### config.mk
export PLATFORM = sky130hd
export DESIGN_NAME = led_strip_sequencer
export DESIGN_NICKNAME = d
export VERILOG_FILES = /design/src/rtl/led_pkg.sv /design/src/rtl/led_latch_timer.sv /design/src/rtl/led_strip_sequencer.sv
export SDC_FILE = /design/constraint.sdc
export NUM_CORES = 1
export LEC_CHECK = 0
export BUFFER_PORTS_ARGS = -buffer_cell sky130_fd_sc_hd__buf_2
export CORE_MARGIN = 3
export CORE_UTILIZATION = 57
export CTS_BUF_LIST = sky130_fd_sc_hd__clkbuf_4 sky130_fd_sc_hd__clkbuf_8 sky130_fd_sc_hd__clkbuf_16
export CTS_CLUSTER_DIAMETER = 120
export DETAILED_ROUTE_END_ITERATION = 10
export PLACE_DENSITY = 0.87
export SYNTH_ARGS = -nofsm -noshare
export SYNTH_HDL_FRONTEND = slang
export SYNTH_SLANG_ARGS = --single-unit
### constraint.sdc
create_clock -name clk_in -period 4.6 [get_ports clk_in]
set_input_delay 0.46 -clock clk_in [delete_from_list [all_inputs] [get_ports clk_in]]
set_output_delay 0.46 -clock clk_in [all_outputs]
set_load 0.005 [all_outputs]
### src/rtl/led_pkg.sv
// Shared types and constants for the LED strip path (sequencer, latch timer,
// serialiser and top level).
package led_pkg;

    localparam int LED_COLOR_W         = 24;
    localparam int LATCH_CYCLES_100MHZ = 8000;

    typedef enum logic [2:0] {
        IDLE,
        FETCH,
        WAIT_PIX,
        SEND,
        WAIT_DRV,
        LATCH
    } seq_state_t;

    // Index width for a strip of n LEDs; a single-LED strip still needs one bit.
    function automatic int addr_width(input int n);
        return (n > 1) ? $clog2(n) : 1;
    endfunction

endpackage

### src/rtl/led_latch_timer.sv
// Loadable down-counter: after a load of V it reports done on the (V+1)-th
// cycle, and flags one cycle ahead when that final cycle is coming.
module led_latch_timer #(
    parameter int CNT_W = 13
) (
    input  logic             clk_in,
    input  logic             rst_in,
    input  logic             load_in,
    input  logic [CNT_W-1:0] load_val_in,
    output logic             done_out,
    output logic             expire_next_out
);

    logic [CNT_W-1:0] count_q, count_d;
    logic             active_q, active_d;

    always_comb begin
        count_d  = count_q;
        active_d = active_q;
        if (load_in) begin
            count_d  = load_val_in;
            active_d = 1'b1;
        end else if (active_q) begin
            if (count_q == '0) begin
                active_d = 1'b0;
            end else begin
                count_d = count_q - 1'b1;
            end
        end
    end

    always_ff @(posedge clk_in) begin
        if (rst_in) begin
            count_q  <= '0;
            active_q <= 1'b0;
        end else begin
            count_q  <= count_d;
            active_q <= active_d;
        end
    end

    assign done_out = active_q && (count_q == '0);

    // Lets the owner register a pulse that lines up with the final cycle.
    assign expire_next_out = load_in ? (load_val_in == '0)
                                     : (active_q && (count_q == CNT_W'(1)));

endmodule

### src/rtl/led_strip_sequencer.sv
// Frame sequencer for a WS2812-style strip: fetches one GRB word per LED,
// hands it to the single-word serialiser, then holds the latch gap.
module led_strip_sequencer
    import led_pkg::*;
#(
    parameter int  NUM_LED      = 10,
    parameter int  COLOR_W      = LED_COLOR_W,
    parameter int  LATCH_CYCLES = LATCH_CYCLES_100MHZ,
    parameter int  FRAME_CNT_W  = 16,
    localparam int AW           = addr_width(NUM_LED)
) (
    input  logic                   clk_in,
    input  logic                   rst_in,
    input  logic                   start_in,
    input  logic                   continuous_in,
    output logic [AW-1:0]          pix_addr_out,
    output logic                   pix_req_out,
    input  logic [COLOR_W-1:0]     pix_data_in,
    input  logic                   pix_valid_in,
    output logic [COLOR_W-1:0]     drv_data_out,
    output logic                   drv_valid_out,
    input  logic                   drv_finished_in,
    output logic                   busy_out,
    output logic                   frame_done_out,
    output logic [FRAME_CNT_W-1:0] frame_count_out
);

    localparam int          LATCH_W    = (LATCH_CYCLES > 1) ? $clog2(LATCH_CYCLES) : 1;
    localparam logic [LATCH_W-1:0] LATCH_LOAD = LATCH_W'(LATCH_CYCLES - 1);
    localparam logic [AW-1:0]      LAST_IDX   = AW'(NUM_LED - 1);

    seq_state_t             state_q, state_d;
    logic [AW-1:0]          index_q, index_d;
    logic [COLOR_W-1:0]     drv_data_q, drv_data_d;
    logic                   pix_req_q, pix_req_d;
    logic                   drv_valid_q, drv_valid_d;
    logic                   busy_q, busy_d;
    logic                   frame_done_q, frame_done_d;
    logic [FRAME_CNT_W-1:0] frame_count_q, frame_count_d;

    logic latch_load;
    logic latch_done;
    logic latch_expire_next;

    led_latch_timer #(
        .CNT_W (LATCH_W)
    ) u_latch_timer (
        .clk_in          (clk_in),
        .rst_in          (rst_in),
        .load_in         (latch_load),
        .load_val_in     (LATCH_LOAD),
        .done_out        (latch_done),
        .expire_next_out (latch_expire_next)
    );

    always_comb begin
        state_d       = state_q;
        index_d       = index_q;
        drv_data_d    = drv_data_q;
        frame_count_d = frame_count_q;
        latch_load    = 1'b0;

        case (state_q)
            IDLE: begin
                if (start_in || continuous_in) begin
                    state_d = FETCH;
                    index_d = '0;
                end
            end
            FETCH: begin
                state_d = WAIT_PIX;
            end
            WAIT_PIX: begin
                if (pix_valid_in) begin
                    drv_data_d = pix_data_in;
                    state_d    = SEND;
                end
            end
            SEND: begin
                state_d = WAIT_DRV;
            end
            WAIT_DRV: begin
                if (drv_finished_in) begin
                    if (index_q == LAST_IDX) begin
                        state_d    = LATCH;
                        latch_load = 1'b1;
                    end else begin
                        index_d = index_q + 1'b1;
                        state_d = FETCH;
                    end
                end
            end
            LATCH: begin
                if (latch_done) begin
                    if (continuous_in) begin
                        state_d = FETCH;
                        index_d = '0;
                    end else begin
                        state_d = IDLE;
                    end
                end
            end
            default: begin
                state_d = IDLE;
            end
        endcase

        // Outputs are decoded from the next state so every port comes straight
        // off a flop; frame_done therefore lands on the final latch cycle.
        frame_done_d = (state_d == LATCH) && latch_expire_next;
        if (frame_done_d) begin
            frame_count_d = frame_count_q + 1'b1;
        end
        pix_req_d   = (state_d == FETCH);
        drv_valid_d = (state_d == SEND);
        busy_d      = (state_d != IDLE);
    end

    always_ff @(posedge clk_in) begin
        if (rst_in) begin
            state_q       <= IDLE;
            index_q       <= '0;
            drv_data_q    <= '0;
            pix_req_q     <= 1'b0;
            drv_valid_q   <= 1'b0;
            busy_q        <= 1'b0;
            frame_done_q  <= 1'b0;
            frame_count_q <= '0;
        end else begin
            state_q       <= state_d;
            index_q       <= index_d;
            drv_data_q    <= drv_data_d;
            pix_req_q     <= pix_req_d;
            drv_valid_q   <= drv_valid_d;
            busy_q        <= busy_d;
            frame_done_q  <= frame_done_d;
            frame_count_q <= frame_count_d;
        end
    end

    assign pix_addr_out    = index_q;
    assign pix_req_out     = pix_req_q;
    assign drv_data_out    = drv_data_q;
    assign drv_valid_out   = drv_valid_q;
    assign busy_out        = busy_q;
    assign frame_done_out  = frame_done_q;
    assign frame_count_out = frame_count_q;

endmodule

After elaboration in Yosys (flattened, before gate mapping)
Cells that the tools add are included.
{"block": "totals", "inputBits": 30, "reg_bits": 65, "elab_cells": 68, "output_inout_bits": 48}
{"block": "classes", "eq_ne": 16, "mux": 23, "reduce_logical": 14, "addsub": 3, "bitwise": 1}
{"op": "2-to-1 mux 13 bit", "count": 3}
{"op": "2-to-1 mux 4 bit", "count": 5}
{"op": "case mux 3 bit (6 select lines)", "count": 1}
{"op": "adder 16 x 1 -> 16 bit, second input constant", "count": 1}
{"op": "2-to-1 mux 3 bit", "count": 5}
{"op": "== test 13 x 1 -> 1 bit, second input constant", "count": 1}
{"op": "logical NOT 13 bit", "count": 1}
{"op": "subtractor 13 x 1 -> 13 bit, second input constant", "count": 1}
{"op": "case mux 4 bit (3 select lines)", "count": 1}
{"op": "inequality test 2 bit, second input constant", "count": 5}
{"op": "== test 3 x 2 -> 1 bit, second input constant", "count": 3}
{"op": "== test 3 bit, second input constant", "count": 3}
{"op": "2-to-1 mux 1 bit", "count": 8}
{"op": "== test 3 x 1 -> 1 bit, second input constant", "count": 2}
{"op": "AND reduction 2 bit", "count": 3}
{"op": "AND reduction 6 bit", "count": 1}
{"op": "nonzero test 3 bit", "count": 2}
{"op": "adder 4 x 1 -> 4 bit, second input constant", "count": 1}
{"op": "== test 4 bit, second input constant", "count": 1}
{"op": "logical AND 1 bit", "count": 3}
{"op": "logical NOT 3 bit", "count": 1}
{"op": "inequality test 2 x 1 -> 1 bit, second input constant", "count": 1}
{"op": "nonzero test 2 bit", "count": 1}
{"op": "OR reduction 2 bit", "count": 1}
{"op": "other kinds (2)", "count": 2}

Longest topological paths before layout
{"block": "depth", "word_depth": 6, "depth_mapped": 9, "mapped_depth_nobuf": 7}

Hierarchy
A second synthesis with hierarchy kept.
{"block": "unflattened", "hier_cells": 382, "area_unflattened_um2": 3083.0}
{"module": "led_strip_sequencer", "cells_each": 273, "seq_area_each_um2": 1021.0, "instances": 1, "area_per_inst_um2": 2195.9}
{"module": "led_latch_timer", "cells_each": 109, "seq_area_each_um2": 280.3, "instances": 1, "area_per_inst_um2": 887.1}

Worst setup path after synthesis
Ideal clock, no wire load.
{"block": "synth_timing", "path_type": "register to register", "start": "reg u_latch_timer.count_q[0]", "end": "reg frame_count_q[4] (netlist: frame_count_out[4])", "path_slack_ns": 2.495, "n_path_buf": 2, "arrival_ns": 1.984, "setup_time_ns": 0.121, "t_required_ns": 4.479, "path_stages_with_launch": 8, "synth_period_minus_slack_ns": 2.105, "path_cell_list": "dfxtp_1 inv_1 ha_1 clkbuf_1 a31o_2 buf_4 a2111oi_0 mux2_2"}
{"block": "synth_via", "elab_chain_len": 6, "word_cells_on_any_way": 9, "cone_classes": "eq/ne (2); mux (3); reduce/logical (4)"}
{"element": "start, declared", "line": "led_latch_timer.sv:14", "source": "logic [CNT_W-1:0] count_q, count_d;"}
{"element": "start signal, assigned", "line": "led_latch_timer.sv:37", "source": "count_q <= count_d;"}
{"element": "logical NOT 13 bit", "line": "led_latch_timer.sv:42", "source": "assign done_out = active_q && (count_q == '0);"}
{"element": "logical AND 1 bit", "line": "led_latch_timer.sv:42"}
{"element": "2-to-1 mux 3 bit", "line": "led_strip_sequencer.sv:94", "source": "if (latch_done) begin"}
{"element": "case mux 3 bit (6 select lines)", "line": "led_strip_sequencer.sv:63", "source": "case (state_q)"}
{"element": "== test 3 bit", "line": "led_strip_sequencer.sv:110", "source": "frame_done_d = (state_d == LATCH) && latch_expire_next;"}
{"element": "logical AND 1 bit (*)", "line": "led_strip_sequencer.sv:110"}
{"element": "end signal, assigned", "line": "led_strip_sequencer.sv:137", "source": "frame_count_q <= frame_count_d;"}
{"element": "end, declared", "line": "led_strip_sequencer.sv:39", "source": "logic [FRAME_CNT_W-1:0] frame_count_q, frame_count_d;"}
Mark *: on every way between the ends. The rest lies on a longest branch, timed or not.
A chain may end at the register's enable or synchronous reset.

Worst setup path after layout
{"block": "layout_timing", "start": "reg state_q[0]", "end": "reg frame_count_q[9] (netlist: frame_count_out[9])"}
{"block": "layout_via", "elab_chain_len": 4, "word_cells_on_any_way": 15, "cone_classes": "eq/ne (6); mux (7); reduce/logical (2)"}
{"element": "start, declared", "line": "led_strip_sequencer.sv:32", "source": "seq_state_t state_q, state_d;"}
{"element": "start signal, assigned", "line": "led_strip_sequencer.sv:130", "source": "state_q <= state_d;"}
{"element": "== test 3 bit, or another cell as far along", "line": "led_strip_sequencer.sv:63"}
{"element": "case mux 3 bit (6 select lines) / 2-to-1 mux 1 bit (equally long branches)", "line": "led_strip_sequencer.sv:63"}
{"element": "== test 3 bit / 2-to-1 mux 1 bit (equally long branches)", "line": "led_strip_sequencer.sv:110, led_latch_timer.sv:45"}
{"element": "logical AND 1 bit (*)", "line": "led_strip_sequencer.sv:110"}
Marked as above.

==> summary.md <==
| Metric | Value |
|---|---|
| Register bit total from synthesis | `65` |
| RSZ-0062 raised after global routing | `no` |
| Setup-failing EPs final | `0` |
| MaxCap Viol Count | `0` |
| PD cells | `316 nW/um^2` |
| RR Startpoint | `state_q[0]` |
| Number of H-tree levels | `3` |
| Worst setup margin | `2100 ps` |
| Primary FF master, synth | `dfxtp_1` |
| Crit. path cell count | `5` |
| Synth top area share | `0.404` |
| Post-CTS sizing | `0` |
| Lkg Pwr | `1.50 nW` |
| # nets final | `469` |
| Vert. Die Dim | `81.2 um` |
| Drt total wl | `7.13 mm` |
| CP Cell Sequence | `nor3b_1, a2111oi_2, o22ai_2, a2111oi_0, mux2_2` |
| Worst path max stage delay | `570 ps` |
| WHS Path Cells | `3` |
| Count leader, synth | `dfxtp_1` |
| Status | `completed` |
| Std cell rows | `26` |
| M1 GR Usage | `0.293` |
| Pre-CTS setup slack | `2100 ps` |
| Pwr Total | `1.19 mW` |
| Critical path type | `register to register` |
| TritonCTS clock tree | `yes` |
| Initial antenna violation count | `0` |
| Sink Count | `65` |
| CP max FO | `15` |
| Grt total ovfl | `0` |
| Ys async rst share | `0` |
| Ys Warns | `0` |
| Final Slew Violations | `0` |
| Number of global-route vias before repair | `2,589` |
| Die W | `81.2 um` |
| Slew margin rel. | `0.455` |
| Commonest cells post-synth | `65 x dfxtp_1, 53 x nand2_1, 46 x a21oi_1, 27 x nor2_1` |
| Placer congestion estimate | `0.821` |
| Syn_nets | `405` |
| Setup_tns | `0 ps` |
| Critical Path AT | `2740 ps` |
| Global Route Usage Sum | `0.225` |
| Routed len/inst | `14.0 um` |
| Die area | `6590 sq um` |
| Clock latency on the worst-skew pair | `340 ps` |
| Fin. Hold Viols | `0` |
| Area delta synth->final | `16.5%` |
| Hold path start | `pix_data_in[7]` |
| Core ar. | `5270 sq um` |
| Largest net degree at the start of global routing | `54` |
| Placed Area | `3560 sq um` |
| Worst setup SP type | `register` |
| Total CTS buffers | `9` |
| Antenna cells | `0` |
| Met2 GRT Util | `0.344` |
| Crit path max-delay family | `compound AO/OA/AOI/OAI gates` |
| Crit Reg-Reg Endpoint | `frame_count_out[9]` |
| Post-CTS setup buffers | `0` |
| Vias per cell | `5.73` |
| PortBufs | `77` |
| Gate Count Post-Synth | `369` |
| Critical Path Start | `state_q[0]` |
| Crit path buffers/inverters | `0` |
| Syn avg cell area | `8.73 sq um` |
| CTS root buf | `clkbuf_8` |
| First-pass GRT wire length | `11.6 mm` |
| Residual DRC count | `0` |
| Setup crit end | `frame_count_out[9]` |
| Max Clock Freq | `0.399 GHz` |
| Max IR drop VDD | `0.225 mV` |
| Period minus WS final | `2500 ps` |
| Post-synth top area cell | `dfxtp_1` |
| Clock skew | `8.48 ps` |
| Worst Tran Pin Value | `817 ps` |
| Hold_buf cts | `0` |
| DRT antenna net count | `0` |
| Reg2Reg Setup Slack | `2100 ps` |
| CP Capture Type | `register` |
| Tcrit/Tclk final | `0.544` |
| Share of layout cells above drive strength 1 | `0.274` |
| Synth top area cells | `dfxtp_1 40%, a21oi_1 7.1%, nand2_1 6.2%` |
| WP data required | `4840 ps` |
| Iteration-0 DRC Markers | `160` |
| Global-route met3 utilization | `0.0665` |
| Cell area after synthesis | `3220 sq um` |
| Via count | `2,911` |
| GRT busiest layer | `met2` |
| CTS Buffer Depth | `2` |
| EDFF count, synth | `0` |
| Post-route cell area | `3750 sq um` |
| Worst Hold Class | `input pin to register` |
| IO Count | `78` |
| Critical-path top delay cell | `a2111oi_0` |
| Reg2Reg Depth | `5` |
| Final HPWL DP | `4.87 mm` |
| Initial Util | `0.612` |
| Clock-pin slew on the worst setup and hold paths | `80 ps` |
| DR pass1 iterations | `5` |
| Register area share after synthesis | `0.404` |
| Library cells used by synthesis | `54` |
[metal layers]
metal	vias to the layer above	part of all wire
li1	1431	-
met2	121	0.45
met3	10	0.083
met1	1349	0.45
met4	0	0.013
met5	-	0
[registers in the layout, summed over array words and instances (netlist names)]
signal	cells
frame_count_out	16
state_q	3
drv_valid_out	1
pix_req_out	1
u_latch_timer.count_q	13
u_latch_timer.active_q	1
pix_addr_out	4
drv_data_out	24
busy_out	1
frame_done_out	1
[power by group]
group | switching, mW | leakage, nW | internal (mW)
registers | 0.0183 | 0.526 | 0.587
logic | 0.0759 | 0.892 | 0.0515
clock network | 0.227 | 0.0842 | 0.226
[per-stage QoR]
step	std cells	hold WS (ps)	utilization
6_report	508	350	0.712
2_1_floorplan	369	453	-
3_5_place_dp	492	443	0.676
3_3_place_gp	492	439	0.676
5_1_grt	508	348	0.712
4_1_cts	508	340	0.712
[area by class of cell]
class	count	area [sq um]
Clock buffer	11	151
Clock inverter	5	38.8
Fill cell	422	1520
Inverter	7	26.3
Multi-Input combinational cell	272	1760
Sequential cell	65	1300
Tap cell	70	87.6
Timing Repair Buffer	78	393
[logic make-up (layout without fill, tap and decap cells)]
family | Yosys count | after routing | synth area share
simple gates | 153 | 153 | 0.245
flops | 65 | 65 | 0.404
buf+inv | 32 | 101 | 0.0512
xor+xnor | 11 | 11 | 0.0299
compound gates | 85 | 85 | 0.187
fa+ha+maj | 6 | 6 | 0.0233
mux | 17 | 17 | 0.0602
[tightest hold or removal path: stages]
cell and delay [ps]:
buf_2 90, nand2_1 40, a21oi_1 50
[worst min path at each step]
stage | to | slack [ps]
global route | drv_data_out[7] | 350
global placement | drv_data_out[21] | 440
detailed placement | drv_data_out[7] | 440
CTS | drv_data_out[7] | 340
floorplan | drv_data_out[0] | 450
finish | drv_data_out[7] | 350
[layout by cell type, fill, tap and decap left out, types with 7 or more instances in the layout]
cell type | netlist | routed
clkbuf_8 | 0 | 11
dfxtp_1 | 65 | 65
nand2_1 | 53 | 53
nor2_1 | 27 | 27
a21oi_1 | 46 | 46
a211oi_1 | 9 | 9
buf_2 | 2 | 77
nor2b_1 | 17 | 17
mux2_2 | 11 | 11
inv_1 | 7 | 7
nand4_1 | 10 | 10
nand3_1 | 11 | 11
(Power assumes the default switching activity.)
